===== src/rtl/cache_pkg.sv =====
// Shared types and geometry for the cache block-fill controller.
package cache_pkg;

    localparam int unsigned ADDR_W      = 16;
    localparam int unsigned DATA_W      = 16;
    localparam int unsigned BLOCK_WORDS = 8;
    localparam int unsigned MEM_LAT     = 4;
    localparam int unsigned BLOCK_BYTES = 16;
    localparam int unsigned OFFSET_W    = 4;
    localparam int unsigned WORD_IDX_W  = 3;

    typedef enum logic [1:0] {
        IDLE  = 2'd0,
        ISSUE = 2'd1,
        DRAIN = 2'd2,
        DONE  = 2'd3
    } fill_state_e;

    typedef enum logic [1:0] {
        OWN_NONE = 2'd0,
        OWN_I    = 2'd1,
        OWN_D    = 2'd2
    } owner_e;

    // Block-aligned base of a byte address.
    function automatic logic [ADDR_W-1:0] block_base(input logic [ADDR_W-1:0] addr);
        return addr & ~ADDR_W'(BLOCK_BYTES - 1);
    endfunction

    // Word address inside a block; the offset never carries into the tag/index bits.
    function automatic logic [ADDR_W-1:0] word_addr(input logic [ADDR_W-1:0]     base,
                                                    input logic [WORD_IDX_W-1:0] idx);
        return base | ADDR_W'({idx, 1'b0});
    endfunction

endpackage


===== src/rtl/fill_counter.sv =====
// Word-index counter with synchronous clear, enable and terminal-count flag.
module fill_counter
    import cache_pkg::*;
(
    input  logic                  clk,
    input  logic                  rst_n,
    input  logic                  clr,
    input  logic                  en,
    output logic [WORD_IDX_W-1:0] cnt,
    output logic                  tc_c
);

    always_ff @(posedge clk or negedge rst_n) begin
        if (!rst_n) begin
            cnt <= '0;
        end else if (clr) begin
            cnt <= '0;
        end else if (en) begin
            cnt <= cnt + WORD_IDX_W'(1);
        end
    end

    assign tc_c = (cnt == WORD_IDX_W'(BLOCK_WORDS - 1));

endmodule


===== src/rtl/cache_fill_ctrl.sv =====
// Miss handler: arbitrates I/D misses (D first) and streams one 8-word block
// from the shared memory into the missing cache.
module cache_fill_ctrl
    import cache_pkg::*;
(
    input  logic              clk,
    input  logic              rst_n,
    input  logic              i_miss,
    input  logic [ADDR_W-1:0] i_addr,
    input  logic              d_miss,
    input  logic [ADDR_W-1:0] d_addr,
    input  logic              mem_data_valid,
    input  logic [DATA_W-1:0] mem_data,
    output logic              mem_en,
    output logic [ADDR_W-1:0] mem_addr,
    output logic [ADDR_W-1:0] fill_addr,
    output logic [DATA_W-1:0] fill_data,
    output logic              i_data_we,
    output logic              d_data_we,
    output logic              i_tag_we,
    output logic              d_tag_we,
    output logic              i_busy,
    output logic              d_busy,
    output logic              i_done,
    output logic              d_done
);

    fill_state_e           state, state_next;
    owner_e                owner, owner_next;
    logic [ADDR_W-1:0]     base, base_next;
    logic [WORD_IDX_W-1:0] issue_cnt, ret_cnt;
    logic                  issue_tc_c, ret_tc_c;
    logic                  ret_en_c;

    // Returns count only while a fill is outstanding; stale ones are dropped.
    assign ret_en_c = mem_data_valid && ((state == ISSUE) || (state == DRAIN));

    fill_counter u_issue_cnt (
        .clk   (clk),
        .rst_n (rst_n),
        .clr   (state == IDLE),
        .en    (state == ISSUE),
        .cnt   (issue_cnt),
        .tc_c  (issue_tc_c)
    );

    fill_counter u_ret_cnt (
        .clk   (clk),
        .rst_n (rst_n),
        .clr   (state == IDLE),
        .en    (ret_en_c),
        .cnt   (ret_cnt),
        .tc_c  (ret_tc_c)
    );

    always_ff @(posedge clk or negedge rst_n) begin
        if (!rst_n) begin
            state <= IDLE;
            owner <= OWN_NONE;
            base  <= '0;
        end else begin
            state <= state_next;
            owner <= owner_next;
            base  <= base_next;
        end
    end

    // Memory returns are consumed the cycle they arrive, so the fill-side outputs decode live.
    always_comb begin
        state_next = state;
        owner_next = owner;
        base_next  = base;
        mem_en     = 1'b0;
        mem_addr   = '0;
        fill_addr  = '0;
        fill_data  = '0;
        i_data_we  = 1'b0;
        d_data_we  = 1'b0;
        i_tag_we   = 1'b0;
        d_tag_we   = 1'b0;
        i_busy     = 1'b0;
        d_busy     = 1'b0;
        i_done     = 1'b0;
        d_done     = 1'b0;

        case (state)
            IDLE: begin
                if (d_miss) begin
                    owner_next = OWN_D;
                    base_next  = block_base(d_addr);
                    state_next = ISSUE;
                end else if (i_miss) begin
                    owner_next = OWN_I;
                    base_next  = block_base(i_addr);
                    state_next = ISSUE;
                end
            end
            ISSUE: begin
                mem_en   = 1'b1;
                mem_addr = word_addr(base, issue_cnt);
                if (issue_tc_c) begin
                    state_next = DRAIN;
                end
            end
            DRAIN: begin
                if (ret_en_c && ret_tc_c) begin
                    state_next = DONE;
                end
            end
            DONE: begin
                i_done     = (owner == OWN_I);
                d_done     = (owner == OWN_D);
                owner_next = OWN_NONE;
                state_next = IDLE;
            end
            default: state_next = IDLE;
        endcase

        if (state != IDLE) begin
            i_busy = (owner == OWN_I);
            d_busy = (owner == OWN_D);
        end

        if (ret_en_c) begin
            fill_addr = word_addr(base, ret_cnt);
            fill_data = mem_data;
            i_data_we = (owner == OWN_I);
            d_data_we = (owner == OWN_D);
            i_tag_we  = (owner == OWN_I) && ret_tc_c;
            d_tag_we  = (owner == OWN_D) && ret_tc_c;
        end
    end

endmodule


===== config.mk =====
export PLATFORM = sky130hd
export DESIGN_NAME = cache_fill_ctrl
export DESIGN_NICKNAME = d
export VERILOG_FILES = /design/src/rtl/cache_pkg.sv /design/src/rtl/fill_counter.sv /design/src/rtl/cache_fill_ctrl.sv
export SDC_FILE = /design/constraint.sdc
export NUM_CORES = 1
export LEC_CHECK = 0
export CAP_MARGIN = 10
export CORE_ASPECT_RATIO = 0.8
export CORE_MARGIN = 5
export CORE_UTILIZATION = 37
export DETAILED_ROUTE_END_ITERATION = 12
export PLACE_DENSITY = 0.84
export SLEW_MARGIN = 20
export SYNTH_ARGS = -nofsm -noshare
export SYNTH_HDL_FRONTEND = slang
export SYNTH_HIERARCHICAL = 1
export SYNTH_SLANG_ARGS = --single-unit

===== constraint.sdc =====
create_clock -name clk -period 2.92 [get_ports clk]
set_input_delay 0.73 -clock clk [delete_from_list [all_inputs] [get_ports clk]]
set_output_delay 0.73 -clock clk [all_outputs]
set_load 0.05 [all_outputs]

==> run_results.csv, run 1 <==
group,metric,value,unit
outcome,status,"completed",
die,num_io_pins,110,
synthesis,synthAdderAreaFrac,0.0748,
synthesis,synth_top_area_share,0.365,
sta,min_period,2.66,ns
sta,maxSlewViolCount,0,
layout,fin_nets,334,
die,die_h,67.1,um
global_route,grt_pass1_wl,7670,um
cts,cts_buffers,3,
die,core_area,3850,sq um
cts,clock_latency,0.27,ns
sta,hold_viol_final,0,
sta,rsz0062_at_grt,"false",
synthesis,synth_cell_types,25,
place,routabilityCongestion,0.731,
drt,wl_met1,1830,um
cts,cts.sinks,22,
layout,layoutNonFillerInstCount,326,
cts,ctsResizeCount,0,
pwr,power.density,1050,nW/um^2
synthesis,seq_area_frac_synth,0.365,
synthesis,synth_area_leaders,"dfrtp_1, and3_1, mux2i_1, ha_1, and2_1",
synthesis,synth_cells,173,
place,hpwl,4100,um
die,initial_core_util,0.391,
drt,drt_first_pass_iters,4,
sta,fin_ws,0.265,ns
pwr,power,3.08,mW
synthesis,synth_compound_area_frac,0.0681,
layout,antenna_cells,0,
cts,clockBufferDepth,2,
pwr,ir_drop,0.000490,V
setup_path,crit_path_end_kind,"primary output",
sta,finalSetupTns,0,ns
drt,post-route-drc-count,0,
cts,clkTransAtPathRegs,0.08,ns
pwr,leakage,1.45,nW
drt,topRoutingLayerUsed,"met4",
setup_path,path_class,"register to primary output",
sta,fmax,377,MHz
drt,drt_iter0_markers,107,
cts,holdBufCountCts,0,
synthesis,async_flop_share,1.00,
layout,final_layout_size_suffix_gt1_frac,0.232,
synthesis,yosys-top-cells-count,"and3_1, dfrtp_1, mux2i_1, nand2_1, nor2_1",
synthesis,synth_edf_count,0,
drt,wl_met3,295,um
sta,slew_headroom,0.549,
global_route,antenna_found_initial,0,
setup_path,critical_path.max_fanout,4,
synthesis,ys_warn_count,6,
synthesis,ys_ff_latch,22,
drt,viasPerCell,4.86,
place,portBuffers,99,
flow_run,drv_cap,0,
setup_path,required,2.19,ns
drt,wl_met2,2840,um
die,die_w,81.3,um
synthesis,yosysMostFrequentCell,"and3_1",
synthesis,synth_xor_area_frac,0.0116,
drt,avgRoutedWirePerCell,15.3,um
sta,setup_viol,0,
synthesis,synth_top_family_by_area,"simple AND/OR/NAND/NOR gates",
setup_path,cp.arrival,1.93,ns
place,pre_cts_slack,0.288,ns
sta,period_share,0.909,
setup_path,path_cells,"inv_1, ha_1, nor2_1, clkdlybuf4s50_1",
cts,cts_tree,"built",
setup_path,max_stage_delay,0.82,ns
synthesis,syn_area,1510,sq um
global_route,grt_start_max_net_pins,29,
drt,wirelength,4980,um
die,rows,20,
synthesis,synthMuxAreaShare,0.120,
min_path,hold_class,"register to register",
place,place_inst,322,
synthesis,yosys.area_share.simple,0.308,
setup_path,cpMaxStageDelayCell,"clkdlybuf4s50_1",
sta,tightestPinTransition,0.677,ns
sta,clock_skew,0.00433,ns
cts,postCtsSetupBuffers,0,
global_route,grt_overflow_total,0,
setup_path,cp-start-kind,"register",
cts,htree_num_levels,1,
layout,final_util,0.763,
cts,root_buffer,"clkbuf_8",
global_route,first_global_vias,1652,
drt,dr_total_vias,1585,
synthesis,yosys.area.top_type,"dfrtp_1",
drt,ant_nets,0,
die,die_area,5460,sq um
layout,syn2layout_area_growth,95.2,%
global_route,grt_util_all_layers,0.182,
synthesis,syn_avg_cell_area,8.71,sq um
synthesis,synth_ff_type,"dfrtp_1",
==> state kept, by name (all words and copies together) (netlist names) <==
name             flops
base                12
u_issue_cnt/cnt      3
u_ret_cnt/cnt        3
owner                2
state                2
==> critical path: cells and delay by family (launching register included) <==
family	cells	cell delay [ns]
buffers and inverters	2	0.92
adders and majority gates	1	0.23
DFF	1	0.40
and+or+nand+nor	1	0.12
==> cell type report <==
class | count | area [sq um]
Fill cell | 266 | 913
Clock buffer | 4 | 55.1
Multi-Input combinational cell | 135 | 885
Inverter | 4 | 15.0
Sequential cell | 22 | 551
Tap cell | 55 | 68.8
Timing Repair Buffer | 106 | 1370
==> placed cells by master (no fill, tap or decap), drive strengths merged <==
cell	netlist	routed
o2bb2ai	1	1
nand2	16	16
clkdlybuf4s50	0	48
nand3	1	1
nor2b	1	1
nor2	16	16
ha	9	9
inv	4	4
o21ai	14	14
dfrtp	22	22
conb	1	2
clkbuf	8	4
and2	15	15
nand2b	3	3
buf	5	58
a32o	1	1
a21oi	1	1
mux2i	18	18
or4	1	1
xnor2	2	2
nor3b	1	1
a211o	1	1
and3	31	31
nor4	1	1
==> metal layers <==
layer | global-route usage | vias to the layer above
li1 | - | 782
met1 | 0.196 | 751
met2 | 0.361 | 48
met3 | 0.0459 | 4
met4 | 0.0253 | 0
met5 | 0 | -
==> path summary, 6_finish.rpt <==
kind / slack [ns] / depth (start not counted) / start / end
setup / recovery: 0.26 / 4 / state[1] / d_busy
hold / removal: 0.50 / 2 / base[11] / base[11]
setup reg to reg: 0.96 / 5 / state[1] / state[1]
hold reg to reg: 0.50 / 2 / base[11] / base[11]
max in group asynchronous: 1.88 / 2 / rst_n / state[1]
min in group asynchronous: 0.81 / 2 / rst_n / base[14]
==> logic make-up (layout without fill, tap and decap cells) <==
family	after synthesis	after routing
other	1	2
AOI/OAI and AO/OA	18	18
and+or+nand+nor	86	86
buffers and inverters	17	114
muxes	18	18
xor gates and xnor gates	2	2
DFF	22	22
adders and majority gates	9	9
==> metrics by stage <==
step | hold slack (ns) | area, sq um
floorplan | 0.434 | 1510
global placement | 0.470 | 2890
detailed placement | 0.486 | 2890
CTS | 0.505 | 2940
global route | 0.531 | 2940
finish | 0.498 | 2940
==> power by group <==
part	switching, mW	internal [mW]
sequential	0.102	0.446
clock	0.102	0.120
combinational	1.35	0.958
Note: power is estimated with default switching activity, not from simulation.
==> run 2: changes to the inputs <==
--- a/config.mk
+++ b/config.mk
@@ -5,11 +5,13 @@
 export SDC_FILE = /design/constraint.sdc
 export NUM_CORES = 1
 export LEC_CHECK = 0
+export ABC_AREA = 1
 export CAP_MARGIN = 10
 export CORE_ASPECT_RATIO = 0.8
 export CORE_MARGIN = 5
-export CORE_UTILIZATION = 37
+export CORE_UTILIZATION = 38
 export DETAILED_ROUTE_END_ITERATION = 12
+export HOLD_SLACK_MARGIN = 0.02
 export PLACE_DENSITY = 0.84
 export SLEW_MARGIN = 20
 export SYNTH_ARGS = -nofsm -noshare
==> run 2 against run 1 <==
  * Sequential power decreased by 4.0%
  * Combinational power increased by 6%
  * Core utilization increased by 1.6 points
  * Via count increased by 14%
  * Hold slack improved by 0.0097 ns
  * First-iteration DRC count decreased by 39%
  * Synthesized cell count increased by 50%
  * Global-route usage increased by 1.3 points
  * Register-to-register slack improved by 0.25 ns
  * Non-clock buffer count decreased by 1
  * Clock power decreased by 2%
  * Total power increased by 3.3%
==> run_results.csv, run 2 <==
group,metric,value,unit
min_path,worstHoldPathCells,2,
drt,dr_total_vias,1810,
pwr,leakage,1.69,nW
cts,postCtsSetupBuffers,0,
sta,rsz0062_at_grt,"false",
die,initial_core_util,0.388,
sta,period_share,0.932,
global_route,grt_start_max_net_pins,26,
layout,fin_nets,421,
place,pre_cts_slack,0.270,ns
layout,top_register,"base",
place,place_area,3160,sq um
cts,ctsResizeCount,0,
sta,slew_headroom,0.653,
cts,clock_latency,0.26,ns
place,portBuffers,99,
die,core_area,4130,sq um
sta,clock_skew,0.00252,ns
layout,final_layout_size_suffix_gt1_frac,0.187,
cts,cts.sinks,22,
synthesis,synth_compound_area_frac,0.0524,
pwr,ir_drop,0.000590,V
setup_path,path_class,"register to primary output",
die,die_w,82.6,um
drt,drt_first_pass_iters,4,
setup_path,max_stage_delay,0.82,ns
setup_path,cp.arrival,1.99,ns
synthesis,syn_area,1600,sq um
drt,viasPerCell,4.36,
die,die_h,68.0,um
sta,setup_viol,0,
cts,cts_buffers,3,
synthesis,async_flop_share,1.00,
synthesis,syn_avg_cell_area,6.18,sq um
synthesis,yosys-top-cells-count,"nand2_1, inv_1, nor2_1, dfrtp_1, nand3_1",
synthesis,ys_warn_count,6,
synthesis,synth_ff_type,"dfrtp_1",
outcome,status,"completed",
global_route,grt_pass1_wl,8420,um
sta,min_period,2.72,ns
synthesis,yosysMostFrequentCell,"nand2_1",
layout,final_area,3210,sq um
layout,reg.largest.list,"base: 12 flops, u_issue_cnt/cnt: 3 flops, u_ret_cnt/cnt: 3 flops",
synthesis,seq_area_frac_synth,0.344,
setup_path,crit_path_end_kind,"primary output",
setup_path,path_cells,"inv_1, ha_1, nor2_1, clkdlybuf4s50_1",
global_route,first_global_vias,1815,
synthesis,synth_cells,259,
cts,holdBufCountCts,0,
die,die_area,5620,sq um
sta,fin_ws,0.200,ns
layout,final_cell_mix,"nand2_1, inv_1, buf_12, clkdlybuf4s50_1, nor2_1",
flow_run,drv_cap,0,
pwr,power.density,991,nW/um^2
synthesis,synth_cell_types,20,
place,place_inst,411,
setup_path,critical_path.max_fanout,5,
drt,ant_nets,0,
setup_path,cp-start-kind,"register",
drt,avgRoutedWirePerCell,12.5,um
layout,final_common_cell,"nand2_1",
synthesis,yosys.area.top_type,"dfrtp_1",
setup_path,required,2.19,ns
layout,n_fill_cell,294,
die,num_io_pins,110,
layout,layoutNonFillerInstCount,415,
place,routabilityCongestion,0.836,
synthesis,synthAdderAreaFrac,0.0704,
layout,antenna_cells,0,
setup_path,cpMaxStageDelayCell,"clkdlybuf4s50_1",
synthesis,synth_edf_count,0,
layout,largest_reg_flops,12,
sta,hold_viol_final,0,
min_path,hold_class,"register to register",
synthesis,synth_top_area_share,0.344,
cts,clkTransAtPathRegs,0.08,ns
setup_path,reg2reg_depth,8,
synthesis,yosys.area_share.simple,0.352,
cts,cts_tree,"built",
synthesis,synth_area_leaders,"dfrtp_1, nand2_1, inv_1, nor2_1, ha_1",
synthesis,synthMuxAreaShare,0,
sta,fmax,368,MHz
sta,maxSlewViolCount,0,
drt,wirelength,5190,um
synthesis,synth_top_family_by_area,"simple AND/OR/NAND/NOR gates",
drt,drt_iter0_markers,65,
cts,htree_num_levels,1,
global_route,grt_util_all_layers,0.196,
synthesis,synth_xor_area_frac,0,
sta,tightestPinTransition,0.518,ns
die,rows,21,
drt,post-route-drc-count,0,
global_route,antenna_found_initial,0,
layout,regArea,551,sq um
synthesis,ys_ff_latch,22,
layout,syn2layout_area_growth,101,%
global_route,grt_overflow_total,0,
place,hpwl,4390,um
cts,clockBufferDepth,2,
sta,finalSetupTns,0,ns
cts,root_buffer,"clkbuf_8",
layout,multi_input_area,767,sq um
sta,timing.hold.ws,0.508,ns
[run 2: cell types whose count changed after synthesis, moves of 15 or more]
cell     before  now
and3_1       31    0
inv_1         4   58
nor2_1       16   38
nand2_1      16   86
mux2i_1      18    0
and2_1       15    0
[run 2: area by class of cell]
type                    count  share of cell area
clock buffers               4              0.0171
inverters                  59              0.0690
multi-input cells         168               0.239
flip-flops and latches     22               0.171
well taps                  57              0.0222
repair buffers            105               0.481
[run 2: power breakdown]
part,switching (mW),internal (mW)
Sequential,0.0885,0.438
Clock,0.0981,0.120
Combinational,1.44,1.00
Total,1.62,1.56
[run 2: final timing paths]
check | startpoint | end | slack (ns)
min in group asynchronous | rst_n | base[14] | 0.82
min | u_issue_cnt/cnt[1] | u_issue_cnt/cnt[1] | 0.51
max | state[0] | i_busy | 0.20
max in group asynchronous | rst_n | state[0] | 1.88
max reg2reg | state[0] | u_ret_cnt/cnt[0] | 1.21
min reg2reg | u_issue_cnt/cnt[1] | u_issue_cnt/cnt[1] | 0.51
[run 2: worst max-delay path, delay by kind of cell, from the launching register on]
| kind | cells | cell delay [ns] |
|---|---|---|
| AND/OR/NAND/NOR | 1 | 0.12 |
| buffers and inverters | 2 | 0.92 |
| adder cells (fa/ha/maj) | 1 | 0.27 |
| flip-flops | 1 | 0.41 |
[run 2: per-stage QoR]
step / utilization / power [mW]
2_1_floorplan: - / 1.86
3_3_place_gp: 0.765 / 2.92
3_5_place_dp: 0.765 / 2.99
4_1_cts: 0.779 / 3.21
5_1_grt: 0.779 / 3.40
6_report: 0.779 / 3.18
[run 2: cell families (layout without fill, tap and decap cells)]
family / count (synthesis) / count (layout)
other cells: 1 / 2
simple gates: 142 / 142
flops: 22 / 22
fa+ha+maj: 9 / 9
compound gates: 15 / 15
buf+inv: 70 / 168
[run 2: metal layers]
layer / part of all wire / track usage / up-vias
met5: 0 / 0 / -
met4: 0.012 / 0.0367 / 0
met3: 0.049 / 0.0500 / 6
met2: 0.53 / 0.359 / 53
met1: 0.41 / 0.232 / 806
li1: - / - / 945
